--- src/rtl/sram_controller_pkg.sv ---
`default_nettype none
// ============================================================================
// Module      : arm_mem_pkg
// Description : Shared types and default constants for the MEM-stage SRAM
//               controller: FSM state encoding, default base address and
//               phase length, and the phase-counter width.
// Ports       : none (package)
// Revision    : 1.0 - initial release
// ============================================================================
package arm_mem_pkg;

  // Access sequencer states: idle, low half-word, high half-word, completion.
  typedef enum logic [1:0] {
    IDLE = 2'd0,
    LOW  = 2'd1,
    HIGH = 2'd2,
    DONE = 2'd3
  } sram_state_t;

  localparam logic [31:0] SRAM_BASE_ADDR    = 32'd1024;
  localparam int          SRAM_PHASE_CYCLES = 2;

  // Wide enough for any legal phase length (1..15).
  localparam int          PHASE_CNT_W       = 4;

endpackage : arm_mem_pkg
`default_nettype wire

--- src/rtl/sram_controller_if.sv ---
`default_nettype none
// ============================================================================
// Module      : sram_controller_if
// Description : Bundles the MEM-stage request/response signals and the
//               external asynchronous SRAM pad signals.
// Ports       : rd_en, wr_en, address, write_data   (pipeline -> controller)
//               read_data, ready                    (controller -> pipeline)
//               sram_addr, sram_dq_o, sram_dq_oe,
//               sram_we_n, sram_oe_n                (controller -> SRAM pad)
//               sram_dq_i                           (SRAM pad -> controller)
// Revision    : 1.0 - initial release
// ============================================================================
interface sram_controller_if #(
  parameter int SRAM_AW = 18
);

  logic               rd_en;
  logic               wr_en;
  logic [31:0]        address;
  logic [31:0]        write_data;
  logic [31:0]        read_data;
  logic               ready;
  logic [SRAM_AW-1:0] sram_addr;
  logic [15:0]        sram_dq_o;
  logic [15:0]        sram_dq_i;
  logic               sram_dq_oe;
  logic               sram_we_n;
  logic               sram_oe_n;

  // Controller side.
  modport slave (
    input  rd_en, wr_en, address, write_data, sram_dq_i,
    output read_data, ready, sram_addr, sram_dq_o, sram_dq_oe,
           sram_we_n, sram_oe_n
  );

  // Pipeline / pad side.
  modport master (
    output rd_en, wr_en, address, write_data, sram_dq_i,
    input  read_data, ready, sram_addr, sram_dq_o, sram_dq_oe,
           sram_we_n, sram_oe_n
  );

endinterface : sram_controller_if
`default_nettype wire

--- src/rtl/sram_phase_counter.sv ---
`default_nettype none
// ============================================================================
// Module      : sram_phase_counter
// Description : Counts 0..PHASE_CYCLES-1 while enabled and wraps; flags the
//               final count of each half-word phase.
// Ports       : clk, rst (sync, active-high), clear (force count to 0),
//               enable (advance), last (count == PHASE_CYCLES-1)
// Revision    : 1.0 - initial release
// ============================================================================
module sram_phase_counter
  import arm_mem_pkg::*;
#(
  parameter int PHASE_CYCLES = SRAM_PHASE_CYCLES
) (
  input  wire logic clk,
  input  wire logic rst,
  input  wire logic clear,
  input  wire logic enable,
  output logic      last
);

  localparam logic [PHASE_CNT_W-1:0] c_last_count = PHASE_CNT_W'(PHASE_CYCLES - 1);

  logic [PHASE_CNT_W-1:0] cnt_q;
  logic [PHASE_CNT_W-1:0] cnt_d;

  assign last = (cnt_q == c_last_count);

  // Wrapping on the final count lets HIGH start at zero straight after LOW.
  always_comb begin
    cnt_d = cnt_q;
    if (clear) begin
      cnt_d = '0;
    end else if (enable) begin
      cnt_d = last ? '0 : cnt_q + PHASE_CNT_W'(1);
    end
  end

  always_ff @(posedge clk) begin
    if (rst) begin
      cnt_q <= '0;
    end else begin
      cnt_q <= cnt_d;
    end
  end

endmodule : sram_phase_counter
`default_nettype wire

--- src/rtl/sram_controller.sv ---
`default_nettype none
// ============================================================================
// Module      : sram_controller
// Description : MEM-stage responder that performs one 32-bit load or store
//               as two 16-bit accesses (low half, then high half) on an
//               external asynchronous SRAM. ready is low while an access is
//               pending; the pipeline freezes on ~ready.
// Ports       : clk, rst (sync, active-high)
//               mem (sram_controller_if.slave): request inputs, read_data,
//               ready and the SRAM pad signals
// Revision    : 1.0 - initial release
// ============================================================================
module sram_controller
  import arm_mem_pkg::*;
#(
  parameter logic [31:0] BASE_ADDR    = SRAM_BASE_ADDR,
  parameter int          PHASE_CYCLES = SRAM_PHASE_CYCLES,
  parameter int          SRAM_AW      = 18
) (
  input  wire logic         clk,
  input  wire logic         rst,
  sram_controller_if.slave  mem
);

  sram_state_t          state_q, state_d;
  logic                 is_wr_q, is_wr_d;
  logic [SRAM_AW-2:0]   word_q,  word_d;
  logic [31:0]          wdata_q, wdata_d;
  logic [31:0]          rdata_q, rdata_d;

  logic                 w_req;
  logic                 w_busy;
  logic                 w_last;
  logic [31:0]          w_offset;

  assign w_req    = mem.rd_en | mem.wr_en;
  assign w_busy   = (state_q == LOW) || (state_q == HIGH);
  // Modulo-2^32 offset; bits above the SRAM word range are dropped on purpose.
  assign w_offset = mem.address - BASE_ADDR;

  sram_phase_counter #(
    .PHASE_CYCLES (PHASE_CYCLES)
  ) u_phase_counter (
    .clk    (clk),
    .rst    (rst),
    .clear  (~w_busy),
    .enable (w_busy),
    .last   (w_last)
  );

  always_comb begin
    state_d = state_q;
    is_wr_d = is_wr_q;
    word_d  = word_q;
    wdata_d = wdata_q;
    rdata_d = rdata_q;
    case (state_q)
      IDLE: begin
        if (w_req) begin
          state_d = LOW;
          is_wr_d = mem.wr_en;   // write wins when both enables are high
          word_d  = w_offset[SRAM_AW:2];
          wdata_d = mem.write_data;
        end
      end
      LOW: begin
        if (w_last) begin
          state_d = HIGH;
          if (!is_wr_q) rdata_d[15:0] = mem.sram_dq_i;
        end
      end
      HIGH: begin
        if (w_last) begin
          state_d = DONE;
          if (!is_wr_q) rdata_d[31:16] = mem.sram_dq_i;
        end
      end
      DONE:    state_d = IDLE;
      default: state_d = IDLE;
    endcase
  end

  always_ff @(posedge clk) begin
    if (rst) begin
      state_q <= IDLE;
      is_wr_q <= 1'b0;
      word_q  <= '0;
      wdata_q <= '0;
      rdata_q <= '0;
    end else begin
      state_q <= state_d;
      is_wr_q <= is_wr_d;
      word_q  <= word_d;
      wdata_q <= wdata_d;
      rdata_q <= rdata_d;
    end
  end

  // Pad signals decode from registered state only, so they are stable for
  // whole phases; the latched address and data keep them at zero after reset.
  assign mem.sram_addr  = {word_q, (state_q == HIGH)};
  assign mem.sram_dq_o  = (state_q == HIGH) ? wdata_q[31:16] : wdata_q[15:0];
  assign mem.sram_dq_oe = w_busy & is_wr_q;
  assign mem.sram_we_n  = ~(w_busy & is_wr_q);
  assign mem.sram_oe_n  = ~(w_busy & ~is_wr_q);
  assign mem.read_data  = rdata_q;
  assign mem.ready      = ((state_q == IDLE) & ~w_req) | (state_q == DONE);

endmodule : sram_controller
`default_nettype wire

--- src/flat_wrapper.sv ---
// flat-port wrapper written by rule: the top's interface ports become plain ports
module sram_controller_flat import arm_mem_pkg::*;
#(
  parameter logic [31:0] BASE_ADDR    = SRAM_BASE_ADDR,
  parameter int          PHASE_CYCLES = SRAM_PHASE_CYCLES,
  parameter int          SRAM_AW      = 18
)
  (clk, rst, mem_rd_en, mem_wr_en, mem_address, mem_write_data, mem_sram_dq_i, mem_read_data, mem_ready, mem_sram_addr, mem_sram_dq_o, mem_sram_dq_oe, mem_sram_we_n, mem_sram_oe_n);
  sram_controller_if #(.SRAM_AW(SRAM_AW)) mem_i ();
  input  wire logic clk;
  input  wire logic rst;
  input wire logic [$bits(mem_i.rd_en)-1:0] mem_rd_en;
  input wire logic [$bits(mem_i.wr_en)-1:0] mem_wr_en;
  input wire logic [$bits(mem_i.address)-1:0] mem_address;
  input wire logic [$bits(mem_i.write_data)-1:0] mem_write_data;
  input wire logic [$bits(mem_i.sram_dq_i)-1:0] mem_sram_dq_i;
  output wire logic [$bits(mem_i.read_data)-1:0] mem_read_data;
  output wire logic [$bits(mem_i.ready)-1:0] mem_ready;
  output wire logic [$bits(mem_i.sram_addr)-1:0] mem_sram_addr;
  output wire logic [$bits(mem_i.sram_dq_o)-1:0] mem_sram_dq_o;
  output wire logic [$bits(mem_i.sram_dq_oe)-1:0] mem_sram_dq_oe;
  output wire logic [$bits(mem_i.sram_we_n)-1:0] mem_sram_we_n;
  output wire logic [$bits(mem_i.sram_oe_n)-1:0] mem_sram_oe_n;
  assign mem_i.rd_en = mem_rd_en;
  assign mem_i.wr_en = mem_wr_en;
  assign mem_i.address = mem_address;
  assign mem_i.write_data = mem_write_data;
  assign mem_i.sram_dq_i = mem_sram_dq_i;
  assign mem_read_data = mem_i.read_data;
  assign mem_ready = mem_i.ready;
  assign mem_sram_addr = mem_i.sram_addr;
  assign mem_sram_dq_o = mem_i.sram_dq_o;
  assign mem_sram_dq_oe = mem_i.sram_dq_oe;
  assign mem_sram_we_n = mem_i.sram_we_n;
  assign mem_sram_oe_n = mem_i.sram_oe_n;
  sram_controller #(.BASE_ADDR(BASE_ADDR), .PHASE_CYCLES(PHASE_CYCLES), .SRAM_AW(SRAM_AW)) u_core (.clk(clk), .rst(rst), .mem(mem_i));
endmodule
--- config.mk ---
export PLATFORM = sky130hd
export DESIGN_NAME = sram_controller_flat
export DESIGN_NICKNAME = d
export VERILOG_FILES = /design/src/rtl/sram_controller_pkg.sv /design/src/rtl/sram_controller_if.sv /design/src/rtl/sram_phase_counter.sv /design/src/rtl/sram_controller.sv /design/src/flat_wrapper.sv
export SDC_FILE = /design/constraint.sdc
export NUM_CORES = 1
export LEC_CHECK = 0
export ABC_CLOCK_PERIOD_IN_PS = 2250
export BUFFER_PORTS_ARGS = -buffer_cell sky130_fd_sc_hd__clkbuf_2
export CAP_MARGIN = 20
export CORE_MARGIN = 2
export CORE_UTILIZATION = 45
export CTS_CLUSTER_DIAMETER = 40
export DETAILED_ROUTE_END_ITERATION = 6
export PLACE_DENSITY = 0.74
export SYNTH_ARGS = -nofsm -noshare
export SYNTH_HDL_FRONTEND = slang
export SYNTH_SLANG_ARGS = --single-unit
--- constraint.sdc ---
create_clock -name clk -period 2.25 [get_ports clk]
set_clock_uncertainty 0.15 [all_clocks]
set_input_delay 0.1125 -clock clk [delete_from_list [all_inputs] [get_ports clk]]
set_output_delay 0.1125 -clock clk [all_outputs]
set_load 0.05 [all_outputs]
Word level (Yosys, flattened, before mapping)
Cells that the tools add are included.
- add/subtract/negate cells: 2
- equality and inequality tests: 7
- mux-type cells: 5
- bitwise logic cells: 10
- reductions and logical operators: 7
- operators by type and width (operator ; count):
    $sub A19 B11 Y19 const B ; 1
    $mux W16 ; 1
    $reduce_and A3 Y1 ; 3
    $pmux W2 S4 ; 1
    $mux W2 ; 3
    $not A1 Y1 ; 5
    $add A4 B1 Y4 const B ; 1
    $eq A2 B2 Y1 const B ; 2
    $eq A4 B1 Y1 const B ; 1
    $ne A2 B1 Y1 const B ; 2
    $and A1 B1 Y1 ; 3
    $reduce_or A3 Y1 ; 1
    $eq A2 B1 Y1 const B ; 1
    $logic_not A2 Y1 ; 1
    $ne A2 B2 Y1 const B ; 1
    $or A1 B1 Y1 ; 2
    $reduce_and A2 Y1 ; 1
    $logic_or A1 B1 Y1 ; 1
- flip-flop bits (word level): 88
- bits of input ports: 84
- output and inout bits: 70
- logic and storage cells: 38

Logic depth before layout (Yosys ltp)
- word-level depth: 4
- gate-level depth with buffers: 7
- gate-level depth less buffers: 5

Cells and area by module
Synthesis repeated with hierarchy kept, for this count alone.
- cells, all modules: 428
- area total of the unflattened synthesis: 3498.4 µm²
- by module, submodules not included (module ; instances ; cells an instance ; area an instance (µm²) ; seq. area each (µm²)):
    sram_controller ; 1 ; 408 ; 3300.7 ; 1681.6
    sram_phase_counter ; 1 ; 20 ; 197.7 ; 80.1

Worst setup path after synthesis
OpenSTA, ideal clock, no wires.
- path type: reg-to-output
- start point: register u_core.state_q[0]
- end point: output port mem_sram_dq_o[10]
- arrival time: 1.875 ns
- data required time: 1.987 ns
- setup slack: 0.113 ns
- cell stages (with the launch flop): 6
- buffers on the path: 2
- path through: dfxtp_1 -> inv_1 -> ha_1 -> buf_2 -> buf_2 -> mux2_2
- word-level cells in the longest chain between the ends: 2
- ends and longest elaborated chain (element ; RTL line ; text):
    from (decl) ; sram_controller.sv:25 ; sram_state_t state_q, state_d;
    from (signal assigned) ; sram_controller.sv:91 ; state_q <= state_d;
    $eq A2 B2 Y1 ; - ;
    named net mem_sram_addr[0] ; flat_wrapper.sv:19 ; output wire logic [$bits(mem_i.sram_addr)-1:0] mem_sram_addr;
    $mux W16 ; sram_controller.sv:102 ; assign mem.sram_dq_o = (state_q == HIGH) ? wdata_q[31:16] : wdata_q[15:0];
    to (decl) ; flat_wrapper.sv:20 ; output wire logic [$bits(mem_i.sram_dq_o)-1:0] mem_sram_dq_o;
The timed path passes the listed nets, and every way through them passes these cells.

Final worst setup path
- start point: register u_core.state_q[0]
- end point: output port mem_sram_dq_o[11]
- word-level cells in the longest chain between the ends: 2
- ends and longest elaborated chain (element ; RTL line):
    $eq A2 B2 Y1 ; sram_controller.sv:102
    $mux W16 ; sram_controller.sv:102
No other way between the ends.

==> metrics.csv <==
metric;value;unit
fmax;0.474;GHz
reg2regPathDepth;6;
syn_nets;501;
timing.rr.end;u_core.wdata_q[26];
synth-simple-area-share;22.3;%
crit_path_top_delay_cell;mux2_2;
yosys_warnings;0;
synth.largest_area_cell;dfxtp_1;
muxShareOfSynthArea;13.8;%
setup_viol;0;
port-buffer-count;138;
yosysTopAreaCellShare;46.6;%
ir_drop;0.000747;V
clk_latency;0.34;ns
rsz0062_at_grt;false;
cts_tree;built;
dieArea;9160;µm²
r2r-start;u_core.state_q[0];
synth_compound_area_share;8.27;%
ys_ff_latch;88;
clock_path_buffers;2;
grt_usage;21.0;%
route.detailed.drc;0;
h-tree-depth;3;
cp_max_fo;18;
grt_max_degree;48;
crit_required;1.99;ns
diodes;0;
dpl.hpwl;5890;µm
fp.dieH;95.7;µm
num_vias;3497;
syn_to_final_growth;42.1;%
setup.worst_path.end;mem_sram_dq_o[11];
final_area;5380;µm²
met1Wirelength;4070;µm
crit_chain;inv_1, ha_1, buf_6, mux2_2, clkbuf_2;
postPlaceCellArea;4510;µm²
power_density;998;nW/µm²
postCtsSetupBuffers;0;
die_x;95.7;µm
hp-class;in -> reg;
grt_pass1_vias;3333;
path_depth;5;
crit_buf_inv;3;
status;finished clean;
gp_congestion;0.769;
finalHoldWorstSlack;0.120;ns
drtAntennaViolNets;0;
synth_xor_area_share;1.16;%
wl;9650;µm
synthTopCellsByArea;dfxtp_1 (47%), mux2i_1 (9.0%), nand2b_1 (8.6%);
min_period_over_period;93.7;%
core;8180;µm²
dr_wl_met3;821;µm
cts_sinks;88;
netlist_instances;409;
drt_iter0_markers;114;
finalHoldViolCount;0;
start_util;46.3;%
drive_gt1_share;29.9;%
max_slew_margin;47.8;%
grt-ovfl-total;0;
io_pins;154;
reg2reg_slack;0.26;ns
max_slew.worst_pin.slew;0.780;ns
cp-end-kind;output pin;
grt_pass1_wl;15100;µm
synth_cell_types;31;
antenna_found_initial;0;
path_delay_family;buffers and inverters;
post-route-min-period;2.11;ns
final_nets;696;
slowest_delay;0.36;ns
crit_type;reg -> out;
dr.max_layer_used;met4;
yosys.area_share.adder;2.65;%
route.detailed.vias_per_inst;4.90;
routedWlPerCell;13.5;µm
synth_area;3780;µm²
yosysSeqAreaShare;46.6;%
crit_start;u_core.state_q[0];
cts_buffers;9;
startpoint_type;register;
cts_root_buffer;clkbuf_8;
finalMaxSlewViolations;0;
post-route-util;65.7;%
cts.reportedPaths.clkPinSlew;0.09;ns
nFillCells;659;
drt_pre_antenna_iters;4;
dr_wl_met2;4660;µm
p_leak;0.00249;µW
synth_top_family_by_area;simple AND/OR/NAND/NOR gates;
arrival;1.85;ns
total_power;5360;µW
finalSetupTns;0;ns
synth.avg_cell_area;9.25;µm²
rows;33;
drv_cap;0;
timing repair:
item	in CTS	in global routing
hold endpoints to repair	82	0
hold buffers	66	0
gates resized for setup	0	1
setup endpoints to repair	0	13
where the power goes:
part | switching, µW | internal, µW
Clock | 545 | 543
Combinational | 1570 | 704
Sequential | 163 | 1840
synth_stat cells:
cell type / count
nand3b_1: 1
nand2b_1: 52
a211oi_1: 9
o21ai_2: 1
nor4b_1: 1
mux2i_1: 34
o21a_1: 1
a2bb2oi_1: 1
and3b_1: 1
and4_1: 4
nor3b_2: 2
mux2_2: 16
nand2_1: 83
nor3_1: 1
inv_1: 6
ha_1: 8
o21bai_1: 1
xnor2_1: 4
xor2_1: 1
clkbuf_1: 9
a21oi_1: 41
a21o_1: 1
nand3_1: 1
or2_2: 1
nor2_1: 17
buf_12: 2
dfxtp_1: 88
buf_2: 12
buf_6: 4
nor4_1: 5
nor3_2: 1
worst min-delay path: cells and delay by family:
family | cells | cell delay, ns
muxes | 1 | 0.06
buffers and inverters | 1 | 0.25
and+or+nand+nor | 1 | 0.15
cells by family (layout without fill, tap and decap cells):
logic type | count (synthesis) | after routing
compound gates | 55 | 55
fa+ha+maj | 8 | 8
mux | 50 | 50
simple gates | 170 | 170
buf+inv | 33 | 233
xor+xnor | 5 | 5
flops | 88 | 88
cell usage in the layout, fill, tap and decap left out, types with 4 or more instances in the layout:
| cell | count |
|---|---|
| clkbuf_2 | 138 |
| dfxtp_1 | 88 |
| nand2_1 | 83 |
| dlygate4sd3_1 | 66 |
| nand2b_1 | 52 |
| a21oi_1 | 41 |
| mux2i_1 | 34 |
| nor2_1 | 17 |
| mux2_2 | 16 |
| clkbuf_8 | 10 |
| a211oi_1 | 9 |
| ha_1 | 8 |
| inv_1 | 6 |
| nor4_1 | 5 |
| and4_1 | 4 |
| xnor2_1 | 4 |
| buf_4 | 4 |
worst min path at each step:
stage	start	end	slack, ns	cells after the start
4_1_cts	rst	u_core.mem.read_data[18]	0.09	3
6_report	rst	u_core.mem.read_data[18]	0.12	3
5_1_grt	rst	u_core.mem.read_data[31]	0.13	3
3_3_place_gp	mem_address[5]	u_core.word_q[3]	0.19	3
3_5_place_dp	mem_write_data[23]	u_core.wdata_q[23]	0.19	3
2_1_floorplan	mem_address[10]	u_core.word_q[8]	0.06	1
final cells by class:
cell class	count	area [µm²]	area share, %
tap	105	131	2.44
inverter	6	22.5	0.419
clock buffer	11	141	2.63
timing repair buffer	211	1430	26.7
clock inverter	5	56.3	1.05
sequential	88	1760	32.8
multi-input combinational	288	1830	34.0
flip-flops by register name, summed over array words and instances (netlist names):
register                      flops
u_core.is_wr_q                    1
u_core.mem.read_data             32
u_core.word_q                    17
u_core.wdata_q                   32
u_core.u_phase_counter.cnt_q      4
u_core.state_q                    2
routing by layer:
layer | up-vias | global-route usage, %
li1 | 1744 | -
met1 | 1616 | 24.1
met2 | 129 | 37.0
met3 | 8 | 6.50
met4 | 0 | 6.90
met5 | - | 0
per-stage QoR:
step / setup slack, ns / instances
after floorplan: 0.113 / 409
after global placement: 0.400 / 632
after detailed placement: 0.324 / 632
after CTS: 0.0550 / 714
after global routing: 0.0390 / 714
final: 0.141 / 714
(Power assumes the default switching activity.)
